## config.mk

```make
export PLATFORM = sky130hd
export DESIGN_NAME = shift_register
export DESIGN_NICKNAME = d
export VERILOG_FILES = /design/src/rtl/shift_register_pkg.sv /design/src/rtl/shift_register.sv
export SDC_FILE = /design/constraint.sdc
export NUM_CORES = 1
export LEC_CHECK = 0
export ABC_CLOCK_PERIOD_IN_PS = 1070
export CAP_MARGIN = 20
export CORE_MARGIN = 2
export CORE_UTILIZATION = 41
export DETAILED_ROUTE_END_ITERATION = 10
export HOLD_SLACK_MARGIN = 0.02
export MAX_ROUTING_LAYER = met4
export PLACE_DENSITY = 0.77
export SYNTH_ARGS = -nofsm -noshare
export SYNTH_HDL_FRONTEND = slang
export SYNTH_SLANG_ARGS = --single-unit
```

## constraint.sdc

```tcl
create_clock -name clk -period 1.07 [get_ports clk]
set_input_delay 0.214 -clock clk [delete_from_list [all_inputs] [get_ports clk]]
set_output_delay 0.214 -clock clk [all_outputs]
set_load 0.05 [all_outputs]
```

## src/rtl/shift_register_pkg.sv

```systemverilog
// Shared definitions for the shift_register block: operation-select encodings.
package shift_register_pkg;

  localparam logic [1:0] MODE_HOLD = 2'b00;
  localparam logic [1:0] MODE_SHR  = 2'b01;
  localparam logic [1:0] MODE_SHL  = 2'b10;
  localparam logic [1:0] MODE_LOAD = 2'b11;

endpackage

```

## src/rtl/shift_register.sv

```systemverilog
// Bidirectional shift register with serial in/out and parallel load/readout.
// Serialises/deserialises ULPI bytes in the sniffer datapath.
// Optional build macro SHIFT_REGISTER_DONE_EN adds a saturating shift counter
// (shift_cnt) and a one-cycle done pulse when BITS shifts follow a load.
module shift_register
  import shift_register_pkg::*;
#(
  parameter int unsigned BITS = 8
) (
  input  logic            clk,
  input  logic            rst,
  input  logic            bit_in,
  output logic            bit_out,
  input  logic [BITS-1:0] DATA_IN,
  output logic [BITS-1:0] DATA,
  input  logic [1:0]      mode
`ifdef SHIFT_REGISTER_DONE_EN
  ,
  output logic [$clog2(BITS+1)-1:0] shift_cnt,
  output logic                      done
`endif
);

  logic [BITS-1:0] data_d, data_q;
  logic            bit_d, bit_q;

  // Next-state decode of the selected operation.
  always_comb begin
    data_d = data_q;
    bit_d  = bit_q;
    case (mode)
      MODE_SHR: begin
        data_d = {bit_in, data_q[BITS-1:1]};
        bit_d  = data_q[0];
      end
      MODE_SHL: begin
        data_d = {data_q[BITS-2:0], bit_in};
        bit_d  = data_q[BITS-1];
      end
      MODE_LOAD: data_d = DATA_IN;
      default: ;
    endcase
  end

  // Data and serial-out state; cleared asynchronously while rst is low.
  always_ff @(posedge clk or negedge rst) begin
    if (!rst) begin
      data_q <= '0;
      bit_q  <= 1'b0;
    end else begin
      data_q <= data_d;
      bit_q  <= bit_d;
    end
  end

  assign DATA    = data_q;
  assign bit_out = bit_q;

`ifdef SHIFT_REGISTER_DONE_EN
  localparam int unsigned CntW = $clog2(BITS + 1);
  localparam logic [CntW-1:0] CntMax  = CntW'(BITS);
  localparam logic [CntW-1:0] CntLast = CntW'(BITS - 1);

  logic [CntW-1:0] cnt_d, cnt_q;
  logic            done_d, done_q;
  logic            shifting;

  // Count shifts since the last load; done fires only on the step that reaches BITS.
  always_comb begin
    shifting = (mode == MODE_SHR) || (mode == MODE_SHL);
    cnt_d    = cnt_q;
    done_d   = 1'b0;
    if (mode == MODE_LOAD) begin
      cnt_d = '0;
    end else if (shifting && (cnt_q != CntMax)) begin
      cnt_d  = cnt_q + 1'b1;
      done_d = (cnt_q == CntLast);
    end
  end

  // Counter and done-pulse state.
  always_ff @(posedge clk or negedge rst) begin
    if (!rst) begin
      cnt_q  <= '0;
      done_q <= 1'b0;
    end else begin
      cnt_q  <= cnt_d;
      done_q <= done_d;
    end
  end

  assign shift_cnt = cnt_q;
  assign done      = done_q;
`endif

endmodule

```

==> results by group, run 1 <==
Cells and area
  • Most common cell after layout, fill and taps aside: buf_4
  • Antenna diodes: 0
  • Final #Nets: 122
  • Layout area overhead: 119.5%
  • Most frequent cells in the layout: buf_4 (21), buf_6 (11), clkdlybuf4s50_1 (10)
  • Share of cells above drive strength 1: 0.6476
  • Fillers: 31
  • Final core utilization: 0.9538

Route
  • Drt via density: approximately 6
  • Vias post-DR: 742
  • WL final: around 2900 um
  • DR iter-0 viols: 25
  • DR WL/cell: between 20 and 25 um
  • Drt first pass iters: 4
  • DRC: 0
  • Final ANT Viol Nets: 0

STA
  • Slew Limit Fails: 0
  • Post-layout min period: 1186 ps
  • RSZ-0062 raised after global routing: true
  • Fin. Hold Viols: 0
  • Slew at the pin closest to its max-slew limit: ~180 ps
  • Clock Skews: about 5.3 ps
  • Worst hold slack: 238.0 ps
  • Slew headroom: 0.8743
  • TNS Setup: -1008 ps
  • Fmax: roughly 840 MHz
  • Period utilization: 1.109
  • Setup WS post-layout: -116.3 ps
  • Setup violations, final: 17

Global route
  • Initial antenna violation count: 0
  • GRT Total Usage: 0.3272
  • Pin count of the biggest net entering global routing: 18
  • Vias in the first global route: ~740
  • First-pass GRT wire length: 3422 um
  • Global route overflow: 0

Setup path
  • Critical Path RT: roughly 860 ps
  • R2R Setup Slk: -40 ps
  • R2r startpoint: DATA[2]
  • Slowest cell on crit path: dfrtp_2
  • Crit end category: output pin
  • Crit path DAT: 970 ps
  • Buf+Inv Stages, Crit Path: 2
  • CP cell instances: buf_6, buf_12
  • Top cell family by delay on the critical path: flip-flops
  • Worst-path fanout max: 2
  • Critical path startpoint category: register
  • Critical Setup Path Class: register to output pin
  • R2R depth: 2
  • Worst R2R End: DATA[1]
  • Largest stage delay, worst path: between 400 and 500 ps

Logic synthesis
  • Cells after Synth: 53
  • Syn_nets: between 60 and 70
  • Mapped Avg Cell Area: approximately 11 um2
  • Synthesized flop and latch total: 9
  • Yosys warns: 0
  • Mapped cell area: roughly 570 um2
  • Netlist cell types: 14
  • Register area share after synthesis: 0.3982

Floorplan
  • Num ports: 22
  • Die Area: ~1700 um2
  • Core ar.: approximately 1300 um2
  • Core Rows: 13
  • Die H: about 40 um
  • Die W: about 40 um
  • Initial Util: 0.4346

Power
  • Pleak: 0.5284 nW
  • Power Total: about 0.0019 W
  • Pwr Density: about 1500 nW/um2
  • Psw: 0.0007422 W
  • Clock Power Share: 0.153
  • Logic pwr share: 0.596
  • Reg power frac: 0.251
  • Pint: 0.001165 W
  • Worst VDD drop: 1.113 mV
  • Sw frac: 0.3891

Status
  • Status: finished, violations left
  • Failing checks: setup timing

Placement
  • Port Buffers: 21
  • DPL Wire Length: roughly 1100 um
  • RD Place Congestion: about 0.74

CTS
  • Num CTS Buffers: 3
  • TritonCTS clock tree: built
  • Clk_lat worst skew: between 200 and 300 ps
  • Largest buffer count on any clock path: 2
  • CTS sink count: 9
  • Clock-pin slew on the worst setup and hold paths: ~70 ps
  • CTS Hold Bufs: 0
  • CTS root buf: clkbuf_4
  • CTS H-Tree Depth: 1

Min path
  • Worst hold path type: primary input to asynchronous set/reset pin

Run
  • Max_cap viols: 0
per-stage QoR:
stage          instance area (um2)  instances  setup slack [ps]
2_1_floorplan                598.1         53            -154.3
3_3_place_gp                  1013        103            -637.7
3_5_place_dp                  1013        103            -706.0
4_1_cts                       1192        118            -104.9
5_1_grt                       1241        120            -131.6
6_report                      1241        120            -116.3
state kept, by name, summed over array words and instances, names as in the netlist:
register	flops
DATA	8
bit_out	1
cell usage after synthesis:
library cell	count	area, um2
nand2_1	8	30.03
ha_1	3	37.54
o211ai_1	6	45.04
dfrtp_1	9	225.2
or4b_4	1	13.76
a22oi_1	8	60.06
buf_6	2	22.52
or4b_1	7	70.07
a21oi_1	1	5.000
mux2i_1	1	10.01
buf_2	2	10.01
nor2_1	1	3.750
o211ai_2	2	25.02
inv_1	2	7.510
how the worst max path moves through the flow:
stage | startpoint | end | depth (start not counted)
floorplan | mode[0] | DATA[7] | 5
global placement | mode[0] | DATA[2] | 5
detailed placement | mode[0] | DATA[2] | 5
CTS | DATA[6] | DATA[6] | 2
global route | DATA[4] | DATA[4] | 2
finish | DATA[1] | DATA[1] | 2
layer usage:
metal,GRT usage,up-vias,share of wire,routed length [um]
li1,-,308,-,-
met1,0.3882,366,0.36,1036
met2,0.5234,53,0.52,1494
met3,0.09783,15,0.074,211
met4,0.1129,0,0.044,126
met5,-,-,0,0
kinds of logic (layout without fill, tap and decap cells):
family                   Yosys count  count (layout)  share of synthesized area
buffers and inverters              6              58                    0.07080
flip-flops                         9               9                     0.3982
AND/OR/NAND/NOR                   17              17                     0.2080
multiplexers                       1               1                    0.01770
AO/OA/AOI/OAI                     17              17                     0.2389
adder cells (fa/ha/maj)            3               3                    0.06638
power groups by stage:
stage	sequential [W]	combinational (W)	clock, W
final	0.000479	0.00114	0.000292
after global routing	0.000482	0.00117	0.000315
after CTS	0.000472	0.00102	0.000281
after detailed placement	0.000470	0.000871	0
after global placement	0.000467	0.000859	0
after floorplan	0.000696	0.000151	0
area by class of cell:
class                      instances  area (um2)  area share
clock buffer                       4       26.28     0.02117
tap                               15       18.77     0.01512
multi-input combinational         38       374.1      0.3014
timing repair buffer              52       576.8      0.4647
sequential                         9       235.2      0.1895
inverter                           2       10.01    0.008065
what timing repair did:
item | 4_1_cts | 5_1_grt
pin swaps | 6 | 7
endpoints found under the setup margin | 17 | 16
setup buffers | 12 | 2
resized for setup | 29 | 9
Power figures use the tool's default switching activity.
==> run 2: changes to the inputs <==
Settings changed: CORE_AREA set to 2 2 39 41, CORE_MARGIN 2 to unset, CORE_UTILIZATION 41 to unset, CTS_BUF_LIST set to sky130_fd_sc_hd__clkbuf_4, DIE_AREA set to 0 0 41 43, PLACE_DENSITY 0.77 to 0.79.
==> results by group, run 2 (synthesized netlist as in run 1, its figures left out) <==
CTS
  • Clk_lat worst skew: around 270 ps
  • CTS H-Tree Depth: 1
  • CTS Hold Bufs: 0
  • TritonCTS clock tree: built
  • Largest buffer count on any clock path: 2
  • Num CTS Buffers: 3
  • CTS sink count: 9
  • CTS root buf: clkbuf_4
  • Clock-pin slew on the worst setup and hold paths: about 60 ps

Floorplan
  • Core ar.: around 1400 um2
  • Initial Util: 0.4087
  • Core Rows: 14
  • Die H: 43 um
  • Num ports: 22
  • Die Area: around 1800 um2
  • Die W: 41 um

Cells and area
  • Post-route insts no fill: 120
  • Antenna diodes: 0
  • Layout area overhead: 120.1%
  • Max reg flops: 8
  • Fillers: 52
  • Most common cell after layout, fill and taps aside: buf_4
  • Multi-input logic area: around 380 um2
  • Reg area: 235.2 um2
  • Most frequent cells in the layout: buf_4 (19), buf_6 (13), clkdlybuf4s50_1 (10)
  • Design area: roughly 1200 um2
  • Final #Nets: approximately 120
  • Share of cells above drive strength 1: 0.6731

STA
  • RSZ-0062 raised after global routing: true
  • Fmax: 845.8 MHz
  • Period utilization: 1.105
  • Slew headroom: 0.8554
  • Fin. Hold Viols: 0
  • Setup violations, final: 9
  • Worst hold slack: 235.4 ps
  • Slew at the pin closest to its max-slew limit: roughly 220 ps
  • Clock Skews: 1.982 ps
  • Setup WS post-layout: -112.3 ps
  • Slew Limit Fails: 0
  • Post-layout min period: roughly 1200 ps

Power
  • Pleak: 0.5250 nW
  • Pwr Density: approximately 1500 nW/um2
  • Worst VDD drop: approximately 1.1 mV

Placement
  • DP Area: 992.2 um2
  • Port Buffers: 21
  • DPL Wire Length: 1082 um
  • RD Place Congestion: around 0.75
  • Dpl cells: just over 100

Route
  • WL final: 2576 um
  • DRC: 0
  • Vias post-DR: between 700 and 800
  • Drt first pass iters: 5
  • DR WL/cell: 21.47 um
  • Drt via density: ~6.0
  • DR iter-0 viols: 22
  • Final ANT Viol Nets: 0

Setup path
  • Critical Setup Path Class: register to output pin
  • Worst-path fanout max: 2
  • R2R Setup Slk: -20 ps
  • CP cell instances: buf_6, buf_12
  • Crit end category: output pin
  • Slowest cell on crit path: dfrtp_2
  • Critical path startpoint category: register
  • Crit path DAT: 970 ps
  • Critical Path RT: between 800 and 900 ps
  • Largest stage delay, worst path: around 420 ps

Global route
  • Vias in the first global route: roughly 700
  • Global route overflow: 0
  • Pin count of the biggest net entering global routing: 15
  • First-pass GRT wire length: 3305 um
  • GRT Total Usage: 0.3025
  • Initial antenna violation count: 0

Min path
  • Worst hold path type: primary input to asynchronous set/reset pin

Status
  • Failing checks: setup timing
  • Status: finished, violations left

Run
  • Max_cap viols: 0
run 2: cell types whose count changed in the layout (fill, tap and decap cells not counted), moves of 2 or more:
cell,before,now
a22oi_1,3,1
a22oi_2,5,7
buf_4,21,19
buf_6,11,13
run 2: area by class of cell:
type | instances | share of cell area
well taps | 16 | 0.01608
flip-flops and latches | 9 | 0.1889
inverters | 2 | 0.008040
repair buffers | 51 | 0.4573
multi-input cells | 38 | 0.3055
clock buffers | 4 | 0.02412
run 2: through the flow:
step / util / setup WS [ps] / setup TNS [ps] / total power (W)
after floorplan: - / -154.3 / -762.1 / 0.0008475
after global placement: 0.7170 / -645.2 / -5538 / 0.001315
after detailed placement: 0.7170 / -705.2 / -5858 / 0.001329
after CTS: 0.8373 / -91.03 / -604.3 / 0.001787
after global routing: 0.8996 / -125.9 / -862.1 / 0.001951
final: 0.8996 / -112.3 / -672.6 / 0.001900
run 2: what timing repair did:
| action | CTS | global route |
|---|---|---|
| gates resized for setup | 27 | 15 |
| pin swaps | 9 | 7 |
| endpoints found under the setup margin | 17 | 17 |
| setup buffers | 12 | 5 |
run 2: power by group:
part	switching, W	internal, W
Clock	0.000130	0.000170
Combinational	0.000520	0.000608
Sequential	0.0000578	0.000415
Total	0.000707	0.00119
run 2: layer usage:
metal	vias up	track usage	routed length, um
met1	351	0.3522	990
met4	0	0.2267	148
met5	-	-	0
met3	15	0.04712	119
li1	310	-	-
met2	41	0.4438	1318
run 2: worst paths after layout:
check,start,to,cells past startpoint
max,DATA[2],DATA[2],2
min,rst,DATA[2],2
max reg2reg,DATA[3],DATA[2],3
min reg2reg,DATA[6],DATA[5],2
max in group asynchronous,rst,DATA[5],2
min in group clk,mode[1],bit_out,4
run 2: worst max-delay path, delay by kind of cell, from the launching register on:
kind     cells  cell delay, ps
buf+inv      2             270
flops        1             420
==> run 3: changes to the inputs <==
==> constraint.sdc (replaced) <==
create_clock -name clk -period 1.07 [get_ports clk]
set_input_delay 0.1605 -clock clk [delete_from_list [all_inputs] [get_ports clk]]
set_output_delay 0.1605 -clock clk [all_outputs]
set_load 0.05 [all_outputs]
==> results by group, run 3 (synthesized netlist as in run 1, its figures left out) <==
Power
  • Reg power frac: 0.267
  • Logic pwr share: 0.560
  • Pwr Density: around 1500 nW/um2
  • Psw: 0.0006620 W
  • Pleak: around 0.5 nW
  • Clock Power Share: 0.173
  • Sw frac: 0.3681
  • Pint: 0.001136 W
  • Worst VDD drop: roughly 1 mV

Setup path
  • CP cell instances: buf_6, or4b_4, o211ai_1
  • Slowest cell on crit path: or4b_4
  • R2R Setup Slk: -70 ps
  • Crit end category: register
  • Critical Setup Path Class: register to register
  • Top cell family by delay on the critical path: simple AND/OR/NAND/NOR gates
  • Crit path DAT: 1320 ps
  • Critical Path RT: about 1200 ps
  • Buf+Inv Stages, Crit Path: 1
  • Worst-path fanout max: 2
  • Largest stage delay, worst path: approximately 450 ps
  • Critical path startpoint category: register

STA
  • Setup violations, final: 7
  • RSZ-0062 raised after global routing: true
  • Clock Skews: roughly 11 ps
  • Period utilization: 1.069
  • Slew at the pin closest to its max-slew limit: about 210 ps
  • Setup WS post-layout: -74.27 ps
  • Fmax: around 900 MHz
  • Slew headroom: 0.8625
  • Slew Limit Fails: 0
  • Fin. Hold Viols: 0
  • Post-layout min period: around 1100 ps
  • TNS Setup: -290.1 ps

Floorplan
  • Die H: between 40 and 50 um
  • Initial Util: 0.4087
  • Num ports: 22
  • Core Rows: 14
  • Die Area: 1763 um2
  • Die W: between 40 and 50 um
  • Core ar.: 1384 um2

Cells and area
  • Final core utilization: 0.8463
  • Max reg flops: 8
  • Most common cell after layout, fill and taps aside: buf_4
  • Fillers: 76
  • Share of cells above drive strength 1: 0.6040
  • Most frequent cells in the layout: buf_4 (21), clkdlybuf4s50_1 (10), buf_12 (9)
  • Post-route insts no fill: ~120
  • Final #Nets: 118
  • Antenna diodes: 0
  • Layout area overhead: 107.1%

Route
  • DRC: 0
  • Final ANT Viol Nets: 0
  • WL final: roughly 1800 um
  • Vias post-DR: about 650
  • Drt first pass iters: 4
  • DR iter-0 viols: 10
  • Drt via density: 5.547
  • DR WL/cell: ~16 um

CTS
  • TritonCTS clock tree: built
  • Clock-pin slew on the worst setup and hold paths: approximately 80 ps
  • CTS H-Tree Depth: 1
  • CTS sink count: 9
  • Num CTS Buffers: 3
  • Largest buffer count on any clock path: 2
  • CTS Hold Bufs: 0
  • CTS root buf: clkbuf_4
  • Clk_lat worst skew: ~270 ps

Placement
  • Dpl cells: around 110
  • Pre-CTS setup slack: -683.8 ps
  • DPL Wire Length: approximately 1200 um
  • RD Place Congestion: around 0.76
  • Port Buffers: 21

Min path
  • Worst hold path type: primary input to asynchronous set/reset pin

Status
  • Failing checks: setup timing
  • Status: finished, violations left

Run
  • Max_cap viols: 0

Global route
  • GRT Total Usage: 0.2640
  • Vias in the first global route: 710
  • First-pass GRT wire length: ~3000 um
  • Initial antenna violation count: 0
  • Global route overflow: 0
  • Pin count of the biggest net entering global routing: 17
## run 3: worst paths after layout
path                            to  cells after the start    start
max                        DATA[2]                      3  DATA[3]
min                        DATA[6]                      2      rst
max reg2reg                DATA[2]                      3  DATA[3]
min reg2reg                bit_out                      2  bit_out
max in group asynchronous  DATA[1]                      2      rst
min in group clk           bit_out                      4  mode[0]
## run 3: through the flow
| stage | cell area, um2 | power [W] | hold slack [ps] |
|---|---|---|---|
| floorplan | 625.6 | 0.0008548 | -135.1 |
| global placement | 1057 | 0.001344 | 464.7 |
| detailed placement | 1057 | 0.001361 | 462.4 |
| CTS | 1169 | 0.001789 | 181.9 |
| global route | 1171 | 0.001882 | 194.4 |
| finish | 1171 | 0.001798 | 170.4 |
## run 3: final cells by class
class,instances,area (um2),area share
well taps,16,20.02,0.01709
clock buffers,4,30.03,0.02564
multi-input cells,38,356.6,0.3045
inverters,2,15.01,0.01282
flip-flops and latches,9,234.0,0.1998
repair buffers,48,515.5,0.4402
## run 3: worst reg2reg max path, stage by stage (launching register included)
cell and delay, ps:
dfrtp_2 390, buf_6 100, or4b_4 450, o211ai_1 120
## run 3: power groups by stage
| stage | combinational [W] | sequential (W) | clock (W) |
|---|---|---|---|
| 2_1_floorplan | 0.000159 | 0.000696 | 0 |
| 3_3_place_gp | 0.000883 | 0.000461 | 0 |
| 3_5_place_dp | 0.000895 | 0.000466 | 0 |
| 4_1_cts | 0.00101 | 0.000468 | 0.000309 |
| 5_1_grt | 0.00105 | 0.000486 | 0.000342 |
| 6_report | 0.00101 | 0.000480 | 0.000311 |
## run 3: metal layers
metal	wire length, um	global-route usage	part of all wire	vias up
met2	946	0.4188	0.51	28
met1	773	0.3056	0.42	309
met5	0	-	0	-
li1	-	-	-	304
met3	81	0.05236	0.044	8
met4	44	0.1200	0.024	0
## run 3: timing repair
action | 4_1_cts | 5_1_grt
setup endpoints to repair | 16 | 12
resized for setup | 17 | 4
setup buffers | 8 | 1
pin swaps | 0 | 1
==> RTL edit (flow settings as in run 2) <==
The parameter `BITS` goes from 8 to 9.
--- a/src/rtl/shift_register.sv
+++ b/src/rtl/shift_register.sv
@@ -5,7 +5,7 @@
 module shift_register
   import shift_register_pkg::*;
 #(
-  parameter int unsigned BITS = 8
+  parameter int unsigned BITS = 9
 ) (
   input  logic            clk,
   input  logic            rst,
Interface: changed (resized DATA and DATA_IN); port bits go from 22 to 24. The function was not compared with the original's and may differ.
==> RTL edit against run 2 <==
The run still ends with negative setup slack left; wire length is 23% lower; total power is 10% lower; area after synthesis is 4.9% higher; setup slack better by 0.11 ns; maximum frequency is 10% higher; via count is 15% lower; sequential cell count is 1 higher; sequential share of layout area is 3.2 points higher; hold slack worse by 0.0060 ns; clock power is 6% lower; utilization is 6.2 points lower; die area stayed put; cell area is 6.9% lower; register-to-register slack better by 0.05 ns; critical endpoint is now DATA[5]; largest power group unchanged.
==> RTL edit: results (changes against run 2) <==
stage;metric;value;unit;change
place;DP HPWL;1130;um;+4.1%
critical_path;Top delay family on crit path;flip-flops;;
critical_path;worst path arrival time;0.86;ns;-0.11 ns
finish;sequential cell area share;22.1;%;+3.2 points
synth;Seq/Total Area, Yosys;42.2;%;+2.4 points
route;number of DRC markers in iteration 0;2;;-91%
route;detailed-route wire length on metal 1;837;um;-15%
finish;buffering overhead;40.0;%;-5.8 points
route;WL met3;82;um;-31%
global_route;GRT met3 Usage;7.85;%;+3.1 points
route;met2 wire length;978;um;-26%
synth;Syn Nets;67;;-2.9%
timing;Worst Skew;0.00407;ns;+0.00209 ns
floorplan;Tap Count;16;;unchanged
power_and_ir_drop;Worst VDD drop;1060;uV;-4.6%
global_route;GRT Overall Usage;26.6;%;-3.7 points
finish;multi-input combinational area share;33.3;%;+2.7 points
finish;layout cells sized above 1;56.5;%;-11 points
finish;max reg flops;9;;+1
place;gpl congestion;0.770;;+3.3%
global_route;first-pass GRT wire length;2960;um;-10%
finish;nets@finish;110;;-9.1%
critical_path;CP Launch Point;DATA[5];;
critical_path;worst-path fanout max;2;;unchanged
clocking;CTS resizes;20;;-26%
finish;synthesis-to-finish area growth;95.4;%;
global_route;vias in the first global route;636;;-7.4%
global_route;met1 usage;32.6;%;-2.7 points
timing;Final setup viols;3;;-6
place;dpl cells;94;;-6.9%
timing;worst-margin pin slew;0.232;ns;+0.0152 ns
synth;Synth cell types;12;;-2
place;Area after DPL;976;um2;-1.6%
finish;Signal buffers;42;;-18%
finish;filler cell count;68;;+31%
finish;clk cell area share;2.27;%;-0.14 points
global_route;GR Util met2;36.9;%;-7.5 points
synth;post-synthesis average cell area;11.9;um2;+11%
finish;#MultiIn Comb;34;;-11%
critical_path;R2R Path Start;DATA[5];;
run_status;failing checks;negative setup slack;;
route;DR pass1 iterations;2;;-3
synth;Post-synth top cells;10 x dfrtp_1, 9 x a221oi_1, 9 x and2b_1, 9 x o2bb2ai_1, 3 x ha_1;;
place;port bufs;23;;+9.5%
route;Avg WL per Cell;18.4;um;-15%
global_route;pin count of the biggest net entering global routing;11;;-4
synth;main area contributors after synthesis;dfrtp_1 42%, a221oi_1 13%, o2bb2ai_1 13%, and2b_1 11%, ha_1 6.3%;;
place;pre-CTS WS;-0.614;ns;+0.0913 ns
synth;Most used DFF post-synth;dfrtp_1;;
timing;final worst setup slack;-0.00178;ns;+0.110 ns
route;vias per inst;5.62;;-5.9%
route;Vias;607;;-15%
timing;final setup TNS;-0.00480;ns;+0.668 ns
power_and_ir_drop;static leakage;0.510;nW;-2.9%
run_status;outcome;finished with violations;;
clocking;Post-CTS Setup Repair Bufs;10;;-2
clocking;Sinks on Clock Net;10;;+1
[RTL edit: cell types whose count changed in the layout (fill, tap and decap cells not counted), sizes merged, moves of 9 or more]
cell / run 2 / this run
and2b: 0 / 9
buf: 41 / 29
o2bb2ai: 0 / 9
a221oi: 0 / 9
[RTL edit: cell families after synthesis]
kind of cell    count (synthesis)  share of synthesized area (%)
compound gates                 19                           27.4
simple gates                   11                           14.8
flops                          10                           42.2
buf+inv                         6                           7.59
fa+ha+maj                       3                           6.33
mux                             1                           1.69
[RTL edit: path summary, 6_finish.rpt]
path,endpoint,slack (ns),depth (start not counted)
max in group asynchronous,DATA[0],0.68,2
min in group clk,bit_out,0.39,4
max,DATA[5],-0.002,1
min reg2reg,bit_out,0.61,2
max reg2reg,DATA[6],0.03,3
min,DATA[2],0.23,2
[RTL edit: where the power goes]
group	internal [mW]	total (mW)	switching, mW	leakage [nW]
clock	0.135	0.282	0.146	0.0154
sequential	0.447	0.519	0.0719	0.111
combinational	0.472	0.905	0.434	0.383
total	1.05	1.71	0.652	0.510
